## config.mk

```make
export PLATFORM = sky130hd
export DESIGN_NAME = div_issue_ctrl
export DESIGN_NICKNAME = d
export VERILOG_FILES = /design/src/rtl/div_ctrl_pkg.sv /design/src/rtl/div_issue_ctrl.sv
export SDC_FILE = /design/constraint.sdc
export NUM_CORES = 1
export LEC_CHECK = 0
export ABC_AREA = 1
export CAP_MARGIN = 20
export CORE_MARGIN = 10
export CORE_UTILIZATION = 35
export DETAILED_ROUTE_END_ITERATION = 10
export GPL_TIMING_DRIVEN = 0
export HOLD_SLACK_MARGIN = 0.12
export PLACE_DENSITY_LB_ADDON = 0.08
export SLEW_MARGIN = 30
export SYNTH_ARGS = -nofsm -noshare
export SYNTH_HDL_FRONTEND = slang
export SYNTH_SLANG_ARGS = --single-unit
```

## constraint.sdc

```tcl
create_clock -name div_clk -period 4.6 [get_ports div_clk]
set_input_delay 0.92 -clock div_clk [delete_from_list [all_inputs] [get_ports div_clk]]
set_output_delay 0.92 -clock div_clk [all_outputs]
set_load 0.005 [all_outputs]
```

## src/rtl/div_ctrl_pkg.sv

```systemverilog
// Shared constants and FSM state encoding for the divider issue controller.
package div_ctrl_pkg;

  localparam int DIV_W       = 32;
  localparam int DIV_NOM_LAT = 33;

  typedef enum logic [2:0] {
    IDLE  = 3'd0,
    ISSUE = 3'd1,
    WAIT  = 3'd2,
    RESP  = 3'd3,
    DRAIN = 3'd4
  } div_state_t;

endpackage

```

## src/rtl/div_issue_ctrl.sv

```systemverilog
// Sequences one DIV/DIVU request through the pipelined divider and returns the result on a
// valid/ready port. Optional macro DIV_ZERO_FAST_EN answers divide-by-zero without the divider.
module div_issue_ctrl
  import div_ctrl_pkg::*;
#(
  parameter int TAG_W    = 4,
  parameter int WDOG_CYC = 40
) (
  input  logic             div_clk,
  input  logic             resetn,
  input  logic             req_valid,
  output logic             req_ready,
  input  logic             req_signed,
  input  logic [DIV_W-1:0] req_x,
  input  logic [DIV_W-1:0] req_y,
  input  logic [TAG_W-1:0] req_tag,
  input  logic             cancel,
  output logic             rsp_valid,
  input  logic             rsp_ready,
  output logic [DIV_W-1:0] rsp_q,
  output logic [DIV_W-1:0] rsp_r,
  output logic [TAG_W-1:0] rsp_tag,
  output logic             busy,
  output logic             err,
  output logic             dv_div,
  output logic             dv_signed,
  output logic [DIV_W-1:0] dv_x,
  output logic [DIV_W-1:0] dv_y,
  input  logic [DIV_W-1:0] dv_s,
  input  logic [DIV_W-1:0] dv_r,
  input  logic             dv_complete
);

  localparam int WDOG_W = $clog2(WDOG_CYC + 1);

  div_state_t        state, state_nxt;
  logic [WDOG_W-1:0] wdog;
  logic              op_signed;
  logic [DIV_W-1:0]  op_x, op_y;
  logic [TAG_W-1:0]  op_tag;
  logic              accept, wdog_hit, zero_fast, waiting;

  assign accept   = req_valid && req_ready && !cancel;
  assign wdog_hit = (wdog == WDOG_W'(WDOG_CYC));
  assign waiting  = (state == WAIT) || (state == DRAIN);

`ifdef DIV_ZERO_FAST_EN
  assign zero_fast = (req_y == '0);
`else
  assign zero_fast = 1'b0;
`endif

  assign req_ready = (state == IDLE);
  assign busy      = (state != IDLE);
  assign rsp_valid = (state == RESP);
  assign dv_div    = (state == ISSUE);
  assign dv_signed = op_signed;
  assign dv_x      = op_x;
  assign dv_y      = op_y;

  always_comb begin
    state_nxt = state;
    unique case (state)
      IDLE:  if (accept) state_nxt = zero_fast ? RESP : ISSUE;
      // Divider has already been started in ISSUE, so a cancel must drain it.
      ISSUE: state_nxt = cancel ? DRAIN : WAIT;
      WAIT: begin
        if (dv_complete)   state_nxt = cancel ? IDLE : RESP;
        else if (wdog_hit) state_nxt = IDLE;
        else if (cancel)   state_nxt = DRAIN;
      end
      RESP:  if (rsp_ready || cancel) state_nxt = IDLE;
      DRAIN: if (dv_complete || wdog_hit) state_nxt = IDLE;
      default: state_nxt = IDLE;
    endcase
  end

  always_ff @(posedge div_clk) begin
    if (!resetn) begin
      state   <= IDLE;
      err     <= 1'b0;
      wdog    <= '0;
      rsp_q   <= '0;
      rsp_r   <= '0;
      rsp_tag <= '0;
    end else begin
      state <= state_nxt;
      if (state == ISSUE)
        wdog <= '0;
      else if (waiting)
        wdog <= wdog + 1'b1;
      if (waiting && !dv_complete && wdog_hit)
        err <= 1'b1;
      if (state == WAIT && dv_complete && !cancel) begin
        rsp_q   <= dv_s;
        rsp_r   <= dv_r;
        rsp_tag <= op_tag;
      end
      if (accept && zero_fast) begin
        rsp_q   <= '1;
        rsp_r   <= req_x;
        rsp_tag <= req_tag;
      end
    end
  end

  // Operand capture at accept: held stable for the divider through ISSUE.
  always_ff @(posedge div_clk) begin
    if (accept) begin
      op_signed <= req_signed;
      op_x      <= req_x;
      op_y      <= req_y;
      op_tag    <= req_tag;
    end
  end

endmodule

```

; ---- After elaboration in Yosys (flattened, before gate mapping)
; Index checks and enable logic that the tools add are counted.
[op_classes]
n_addsub = 1
eq_ne = 9
muxes = 9
bitwise_logic = 1
n_reduce_logical = 15
[op_table]
columns = operator, count
row1 = 3-bit two-way mux, 7
row2 = 3-bit one-hot mux with 5 select lines, 1
row3 = "6-bit by 1-bit adder with 6-bit output, second input constant", 1
row4 = "3-bit by 2-bit == test with 1-bit output, second input constant", 2
row5 = "6-bit == test, second input constant", 1
row6 = 1-bit logical AND, 6
row7 = "2-bit by 1-bit inequality test with 1-bit output, second input constant", 3
row8 = "4-bit inequality test, second input constant", 1
row9 = 4-bit AND reduction, 1
row10 = "3-bit by 1-bit == test with 1-bit output, second input constant", 1
row11 = "3-bit == test, second input constant", 1
row12 = 3-bit logical NOT, 1
row13 = 1-bit logical OR, 3
row14 = 3-bit nonzero test, 1
row15 = 1-bit logical NOT, 2
row16 = 2-bit two-way mux, 1
row17 = 2-bit OR reduction, 1
row18 = 1-bit NOT, 1
[word_totals]
reg_bits = 147
output_inout_bits = 138
word_cells = 45

; ---- Longest topological paths before layout
[depth]
depth_word = 5
depth_mapped = 9
mapped_depth_nobuf = 9

; ---- Least setup slack after synthesis
; Ideal clock, no wire load.
[synth_timing]
path_type = input to register
from = in cancel
to = reg op_signed, in the netlist dv_signed (enable)
setup_time_ps = 497
arrival_ps = 3985
path_slack_ps = 119
path_stages = 3
path_buffers = 0
cell_sequence = inv_1 -> nand2_1 -> nor2_1
[synth_via]
elab_chain_len = 2
[synth_lines]
columns = item, line_no
row1 = from (decl), div_issue_ctrl.sv:17  ; input logic cancel,
row2 = 1-bit logical NOT, div_issue_ctrl.sv:43  ; assign accept = req_valid && req_ready && !cancel;
row3 = 1-bit logical AND, div_issue_ctrl.sv:43
row4 = named net accept, div_issue_ctrl.sv:41  ; logic accept, wdog_hit, zero_fast, waiting;
row5 = to (signal assigned), div_issue_ctrl.sv:110  ; op_signed <= req_signed;
row6 = to (decl), div_issue_ctrl.sv:38  ; logic op_signed;
; The timed path passes the listed nets, and every way through them passes these cells.
; A chain may end at the register's enable or synchronous reset.

; ---- Worst setup path in the final report
[layout_timing]
from = reg state[0]
to = out dv_div
[layout_via]
elab_chain_len = 1
[layout_lines]
columns = item, line_no
row1 = from (decl), div_issue_ctrl.sv:36  ; div_state_t state, state_nxt;
row2 = from (signal assigned), div_issue_ctrl.sv:87  ; state <= state_nxt;
row3 = 3-bit by 1-bit == test with 1-bit output, div_issue_ctrl.sv:56  ; assign dv_div = (state == ISSUE);
row4 = to (decl), div_issue_ctrl.sv:25  ; output logic dv_div,
; Every way passes these cells.

==> run_results.csv <==
group,metric,value,unit
drt,maxUsedRoutingLayer,"met4",
grt,first_global_vias,4289,
logic_synthesis,synth_cell_types,20,
logic_synthesis,ys_ff_latch,147,
power_and_ir_drop,pwr-share-clk,43.3,%
final_layout,final_common_cell,"clkdlybuf4s50_1",
timing,worstMarginPinSlew,0.517,ns
timing,final_min_period_over_clock_period,60.2,%
clock_tree,clk_pin_slew,0.06,ns
setup_path,startpoint_type,"flop",
power_and_ir_drop,worst_ir_drop_vdd,0.193,mV
setup_path,critical_path_class,"flop to primary output",
floorplanning,start_util,35.8,%
logic_synthesis,syn_avg_cell_area,10.9,sq um
logic_synthesis,synthCells,458,
clock_tree,root_buffer,"clkbuf_16",
floorplanning,coreArea,0.0139,sq mm
grt,grt_pass1_wl,25900,um
drt,drt_pass1_iterations,4,
drt,routed_wl,17000,um
flow_run,cap_violations,0,
final_layout,nets,897,
drt,drtIter0Drc,195,
setup_path,worstPathRequired,3.68,ns
grt,overflow,0,
setup_path,crit_path_end_kind,"primary output",
power_and_ir_drop,p_leak,3.37,nW
timing,tns,0,ns
floorplanning,rows,43,
power_and_ir_drop,p_int,2.63,mW
final_layout,insertedDiodeCount,0,
drt,avgViaCountPerCell,4.54,
timing,finalSetupViolCount,0,
floorplanning,dieArea,0.0194,sq mm
clock_tree,postCtsSetupBuffers,0,
min_path,hp-class,"flop to flop",
setup_path,crit_arrival,1.85,ns
final_layout,drive_gt1_share,5.33,%
logic_synthesis,syn_area,0.00499,sq mm
placement,dp_hpwl,13500,um
timing,finClkSkew,0.00765,ns
logic_synthesis,synth_nets,599,
drt,met3WireLength,1890,um
drt,wl_met2,8040,um
grt,grt_max_degree,25,
final_layout,syn_to_final_growth,74.4,%
clock_tree,cts.path.max_buffers,2,
drt,num_vias,4309,
timing,rsz0062_at_grt,"false",
drt,wire_per_inst,18.0,um
timing,drv_slew,0,
status,outcome,"complete, no violations",
grt,antenna_found_initial,0,
timing,finalHoldViolCount,0,
placement,portBuffers,276,
timing,timing.slew.headroom,65.3,%
grt,grt_usage,17.1,%
drt,route.detailed.drc,0,
final_layout,final_cell_mix,"clkdlybuf4s50_1 (276), nor2_1 (143), dfxtp_1 (78), edfxtp_1 (69), o21ai_0 (51)",
drt,wl_met1,6910,um
power_and_ir_drop,swShare,20.8,%
placement,gp_congestion,0.854,
clock_tree,clock-sinks,147,
power_and_ir_drop,p_comb_share,12.3,%
power_and_ir_drop,power_switching,0.693,mW
timing,fin_crit,2.77,ns
setup_path,crit_fanout,4,
clock_tree,clock_latency,0.41,ns
clock_tree,cts.htree.levels,4,
clock_tree,cts_tree,"yes",
floorplanning,ioPinCount,277,
floorplanning,die_w,139,um
power_and_ir_drop,seqPwrFrac,44.5,%
drt,antenna_left,0,
timing,max_clock_freq,361,MHz
floorplanning,chipHeight,139,um
logic_synthesis,yosysSeqAreaShare,72.9,%
power_and_ir_drop,p_per_area,383,mW/mm^2
clock_tree,ctsResizeCount,0,
logic_synthesis,yosys_warnings,0,
clock_tree,numCtsBuffers,17,
clock_tree,cts_hold_buf,0,
timing,hold_ws,0.469,ns
cell type report:
type / count / area (sq um)
Inverter: 20 / 75.1
Timing Repair Buffer: 279 / 2850
Sequential cell: 147 / 3630
Clock inverter: 6 / 87.6
Buffer: 21 / 105
Tap cell: 180 / 225
Fill cell: 1118 / 5240
Clock buffer: 26 / 544
Multi-Input combinational cell: 270 / 1180
registers in the layout, indices dropped and copies added (netlist names):
register	cells
dv_x	32
dv_y	32
rsp_q	32
rsp_r	32
wdog	6
op_tag	4
rsp_tag	4
state	3
dv_signed	1
err	1
synth_stat cells, drive strengths merged:
master	instances	area, sq um
nand3	10	55.1
buf	4	41.3
o21ai	71	355
edfxtp	69	2070
and3	1	6.26
xor2	1	8.76
ha	2	25.0
a21oi	10	50.1
inv	20	75.1
nor3	5	25.0
dfxtp	78	1560
nor2	146	558
nand2	24	90.1
clkbuf	17	63.8
power by group through the flow:
stage / clock [mW] / combinational, mW / sequential [mW]
CTS: 1.47 / 0.416 / 1.48
detailed placement: 0 / 0.413 / 1.51
finish: 1.44 / 0.408 / 1.48
global placement: 0 / 0.386 / 1.51
floorplan: 0 / 0.0931 / 1.52
global route: 1.54 / 0.446 / 1.49
stage by stage:
stage          util [%]  cell area (sq um)  instances  worst slack [ns]  power (mW)
2_1_floorplan         -               4990        458             0.119        1.61
3_3_place_gp       57.2               7980        914             -1.55        1.90
3_5_place_dp       57.9               8070        917              1.98        1.92
4_1_cts            62.4               8700        949              1.82        3.37
5_1_grt            62.4               8700        949              1.67        3.47
6_report           62.4               8700        949              1.83        3.33
worst max-delay path: stages (launching register included):
cell and delay [ns]:
dfxtp_1 0.36, inv_1 0.07, nor3_1 0.41, clkdlybuf4s50_1 0.60
worst paths after layout:
check | startpoint | endpoint | slack [ns] | cells after the start
worst min-delay path | wdog[4] | wdog[4] | 0.47 | 2
worst max-delay path | state[0] | dv_div | 1.83 | 3
worst min register to register | wdog[4] | wdog[4] | 0.47 | 2
worst max register to register | state[2] | dv_y[12] | 3.00 | 5
routing by layer:
layer / global-route usage (%) / vias to the layer above
met5: 0 / -
met4: 5.60 / 0
met3: 8.34 / 16
met2: 27.7 / 213
met1: 19.3 / 1953
li1: - / 2127
cells by family (layout without fill, tap and decap cells):
group | Yosys count | after routing | synth area share [%]
simple gates | 186 | 186 | 14.7
flops | 147 | 147 | 72.9
compound gates | 81 | 81 | 8.13
buf+inv | 41 | 352 | 3.61
fa+ha+maj | 2 | 2 | 0.502
xor+xnor | 1 | 1 | 0.176
No activity file was read; power rests on OpenSTA's default activity.
